==> config.mk <==
export PLATFORM = sky130hd
export DESIGN_NAME = uc_seq
export DESIGN_NICKNAME = d
export VERILOG_FILES = /design/src/rtl/uc_seq.sv
export SDC_FILE = /design/constraint.sdc
export NUM_CORES = 1
export LEC_CHECK = 0
export CAP_MARGIN = 0
export CORE_MARGIN = 2
export CORE_UTILIZATION = 60
export DETAILED_ROUTE_END_ITERATION = 12
export DONT_BUFFER_PORTS = 1
export HOLD_SLACK_MARGIN = 0.03
export PLACE_DENSITY = 0.76
export SYNTH_ARGS = -nofsm -noshare
export SYNTH_HDL_FRONTEND = slang
export SYNTH_SLANG_ARGS = --single-unit
==> constraint.sdc <==
create_clock -name clk -period 2.1 [get_ports clk]
set_input_delay 0.525 -clock clk [delete_from_list [all_inputs] [get_ports clk]]
set_output_delay 0.525 -clock clk [all_outputs]
set_load 0.005 [all_outputs]
==> src/rtl/uc_seq.sv <==
// Control unit for the microc datapath: single-cycle instruction decode gated by a
// run-control FSM (boot, free-run, single-step, halt) plus an executed-instruction counter.
module uc_seq #(
   parameter int CNT_W = 16
) (
   input  logic             clk,
   input  logic             reset,
   input  logic [5:0]       opcode,
   input  logic             z,
   input  logic             run_mode,
   input  logic             step_req,
   output logic             s_inc,
   output logic             s_inm,
   output logic             we,
   output logic             wez,
   output logic [2:0]       ALUOp,
   output logic             pc_en,
   output logic             step_ack,
   output logic             halted,
   output logic             illegal,
   output logic [CNT_W-1:0] instr_cnt
);

   typedef enum logic [2:0] {
      ST_BOOT,
      ST_RUN,
      ST_WAIT,
      ST_STEP,
      ST_HALT
   } state_t;

   localparam logic [5:0] OP_HALT = 6'b111111;

   state_t     state;
   state_t     state_next;
   logic       exec;
   logic       is_halt;
   logic       is_illegal;
   logic       dec_s_inc;
   logic       dec_s_inm;
   logic       dec_we;
   logic       dec_wez;
   logic [2:0] dec_alu_op;
   logic       dec_pc_en;

   assign exec    = (state == ST_RUN) || (state == ST_STEP);
   assign is_halt = (opcode == OP_HALT);

   // Raw instruction decode; only reaches the outputs during EXEC cycles.
   always_comb begin
      dec_s_inc  = 1'b1;
      dec_s_inm  = 1'b0;
      dec_we     = 1'b0;
      dec_wez    = 1'b0;
      dec_alu_op = 3'b000;
      dec_pc_en  = 1'b1;
      is_illegal = 1'b0;
      casez (opcode)
         6'b000000: ;
         6'b001???: begin
            dec_we     = 1'b1;
            dec_wez    = 1'b1;
            dec_alu_op = opcode[2:0];
         end
         6'b01????: begin
            dec_we     = 1'b1;
            dec_s_inm  = 1'b1;
            dec_alu_op = opcode[2:0];
            dec_wez    = |opcode[2:0];
         end
         6'b100000: dec_s_inc = 1'b0;
         6'b100001: dec_s_inc = ~z;
         6'b100010: dec_s_inc = z;
         6'b111111: dec_pc_en = 1'b0;
         default:   is_illegal = 1'b1;
      endcase
   end

   always_comb begin
      state_next = state;
      case (state)
         ST_BOOT: state_next = run_mode ? ST_RUN : ST_WAIT;
         ST_RUN: begin
            if (is_halt)
               state_next = ST_HALT;
            else if (!run_mode)
               state_next = ST_WAIT;
         end
         ST_WAIT: begin
            if (step_req)
               state_next = ST_STEP;
            else if (run_mode)
               state_next = ST_RUN;
         end
         ST_STEP: state_next = is_halt ? ST_HALT : ST_WAIT;
         ST_HALT: state_next = ST_HALT;
         default: state_next = ST_BOOT;
      endcase
   end

   always_comb begin
      s_inc = 1'b1;
      s_inm = 1'b0;
      we    = 1'b0;
      wez   = 1'b0;
      ALUOp = 3'b000;
      pc_en = 1'b0;
      if (exec) begin
         s_inc = dec_s_inc;
         s_inm = dec_s_inm;
         we    = dec_we;
         wez   = dec_wez;
         ALUOp = dec_alu_op;
         pc_en = dec_pc_en;
      end
   end

   assign halted = (state == ST_HALT);

   // HALT is not counted as an executed instruction and never acknowledges a step.
   always_ff @(posedge clk) begin
      if (reset) begin
         state     <= ST_BOOT;
         instr_cnt <= '0;
         illegal   <= 1'b0;
         step_ack  <= 1'b0;
      end else begin
         state    <= state_next;
         step_ack <= (state == ST_STEP) && !is_halt;
         if (exec && !is_halt)
            instr_cnt <= instr_cnt + CNT_W'(1);
         if (exec && is_illegal)
            illegal <= 1'b1;
      end
   end

endmodule

==> flow_summary.toml <==
[worst_setup_path]
cp-start-kind = "register"
worst-setup-path-type = "register to output pin"
critical_path.slowest_cell = "dfxtp_1"
worst_path_cell_chain = "nand2b_1 > nor3_2 > o41a_1"
critPathBufInv = 0
max_stage_delay_ps = 370
worst_path_dominant_cell_family = "simple AND/OR/NAND/NOR gates"
required_ps = 1570
timing.critical_path.to_type = "output pin"
critical_path.max_fanout = 6
worst-endpoint-arrival_ps = 1460

[clocking]
post-cts-setup-buffers = 0
clk_root_buffer_cell = "clkbuf_4"
holdBufCountCts = 0
ctsResizeCount = 1
cts_made_buffers = 3
clk_pin_slew_ps = 120
clock_path_buffers = 2
insertion_delay_ps = 300
cts_num_sinks = 21
cts_max_level = 1
tritoncts = "yes"

[timing]
final-max-slew-violation-count = 0
worst_slew_pin_slew_ps = 375.3
finalSetupViolations = 0
final_hold_viol_count = 0
fin_crit_ps = 1982
final.period_utilization_pct = 94.39
max_slew_margin_pct = 74.92
setup_total_negative_slack_ps = 0
hold-worst-slack_ps = 273.6
max_freq_mhz = 504.5
setup_ws_ps = 117.8
rsz0062_at_grt = "no"
fin_worst_skew_ps = 2.666

[synth]
ys_seq_elements = 21
yosys.cell_types.count = 43
ys_async_sr_fraction_pct = 0
synth_flop_cell = "dfxtp_1"
syn_area_per_cell_um2 = 8.902
post_synth_inst_count = 122
yosys_warnings = 0
netlist_area_mm2 = 0.001086
synth-seq-area-share_pct = 38.71
synth_enable_flop_cells = 0
synth.net_count = 134

[pwr]
vdd_drop_max_mv = 0.4902
p_leak_nw = 0.4003
power_density_mw_per_mm2 = 578.5

[route]
detailedRoute.firstPassIterationCount = 4
drc_errors = 0
avgViaCountPerCell = 6.087
num_vias = 913
detailedRoute.firstIterationViolations = 16
postRouteAntennaNets = 0
wl_um = 2183
detail_route.wl_per_cell_um = 14.55

[floorplan]
initial_core_util_pct = 63.59
chipWidth_um = 46.55
placementRows = 15
dieArea_mm2 = 0.002166
coreArea_mm2 = 0.001708
design.portCount = 38
die_h_um = 46.55

[placed_design]
number_of_port_buffers = 0
placement_cell_area_mm2 = 0.001110
gp_congestion = 0.7164
dpl.hpwl_um = 1600
dp_worst_setup_slack_ps = 290.6

[grt]
grt_max_degree = 24
grt_antenna_before_repair = 0
vias_in_the_first_global_route = 770
first_pass_grt_wire_length_um = 3339
global_route.overflow_total = 0
grtUsageTotal_pct = 21.48

[layout]
final_area_mm2 = 0.001142
count_of_inserted_antenna_diode_cells = 0
drive_gt1_share_pct = 11.20
nets = 138
syn_to_final_growth_pct = 5.185

[min_path]
hold_path.class = "primary input to register"

[run_status]
outcome = "complete, no violations"

[flow_run]
maxCapViolations = 0
worst paths after layout:
kind	from	endpoint	slack, ps	depth (start not counted)
worst max-delay path	state[2]$_SDFFE_PP0P_	wez	120	3
worst min-delay path	reset	instr_cnt[14]$_SDFFE_PP0P_	270	1
worst max register to register	instr_cnt[0]$_SDFFE_PP0P_	instr_cnt[10]$_SDFFE_PP0P_	430	5
worst min register to register	illegal$_SDFFE_PP0P_	illegal$_SDFFE_PP0P_	500	2
registers in the layout, summed over array words and instances (netlist names):
signal,cells
illegal,1
state,3
step_ack,1
instr_cnt,16
cell families after synthesis:
kind of cell	synth area share (%)
mux	1.958
xor+xnor	5.645
compound gates	18.32
flops	38.71
simple gates	30.88
buf+inv	2.419
fa+ha+maj	2.074
worst register-to-register path: stages (launching register included):
cell,delay (ps)
dfxtp_1,420
ha_1,170
and3b_1,250
o21ai_2,140
or4_1,480
a21oi_1,150
per-stage QoR:
| stage | cells | power (mW) | utilization [%] |
|---|---|---|---|
| after floorplan | 122 | 0.4685 | - |
| after global placement | 146 | 0.4727 | 64.98 |
| after detailed placement | 146 | 0.4744 | 64.98 |
| after CTS | 150 | 0.6664 | 66.89 |
| after global routing | 150 | 0.6878 | 66.89 |
| final | 150 | 0.6608 | 66.89 |
report_power, final:
group          total, mW  internal [mW]  switching (mW)  leakage (nW)
Clock              0.194         0.0709           0.123        0.0177
Sequential         0.418          0.408          0.0102         0.170
Combinational     0.0489         0.0210          0.0279         0.213
metal layers:
metal / global-route usage [%] / routed length [um] / vias to the layer above
met1: 29.67 / 997 / 434
met2: 32.50 / 1056 / 22
met5: 0 / 0 / -
li1: - / - / 455
met3: 6.667 / 117 / 2
met4: 5.143 / 12 / 0
placed cells by master (no fill, tap or decap), types with 2 or more instances in the layout:
cell / Yosys / layout
nor3b_1: 2 / 2
o211ai_1: 3 / 3
o2111ai_1: 3 / 3
nor2b_1: 2 / 2
dfxtp_1: 21 / 21
xor2_1: 6 / 6
o21ai_0: 4 / 4
and2_1: 3 / 3
nor3_1: 4 / 3
nor2_1: 15 / 15
clkbuf_4: 0 / 3
nand3_1: 2 / 2
or4_1: 4 / 4
o31ai_1: 4 / 4
inv_1: 3 / 3
nand2_1: 7 / 7
a21oi_1: 8 / 8
nand2b_1: 2 / 2
or3_1: 3 / 3
final cells by class:
type | count | area (um2)
clock buffer | 3 | 22.52
clock inverter | 1 | 5.005
fill | 142 | 565.5
inverter | 3 | 11.26
multi-input combinational | 96 | 644.4
sequential | 21 | 420.4
tap | 25 | 31.28
timing repair buffer | 1 | 7.507
synthesized netlist by cell type, types with 2 or more instances:
library cell	number	area (um2)
nand3_1	2	10.01
xor2_1	6	52.55
nor3b_1	2	15.01
nor3_1	4	20.02
o211ai_1	3	22.52
dfxtp_1	21	420.4
o31ai_1	4	30.03
o21ai_0	4	20.02
o2111ai_1	3	26.28
nand2_1	7	26.28
buf_4	2	15.01
nor2b_1	2	12.51
a21oi_1	8	40.04
nand2b_1	2	12.51
or4_1	4	30.03
and2_1	3	18.77
nor2_1	15	56.30
or3_1	3	18.77
inv_1	3	11.26
Power figures use the tool's default switching activity.
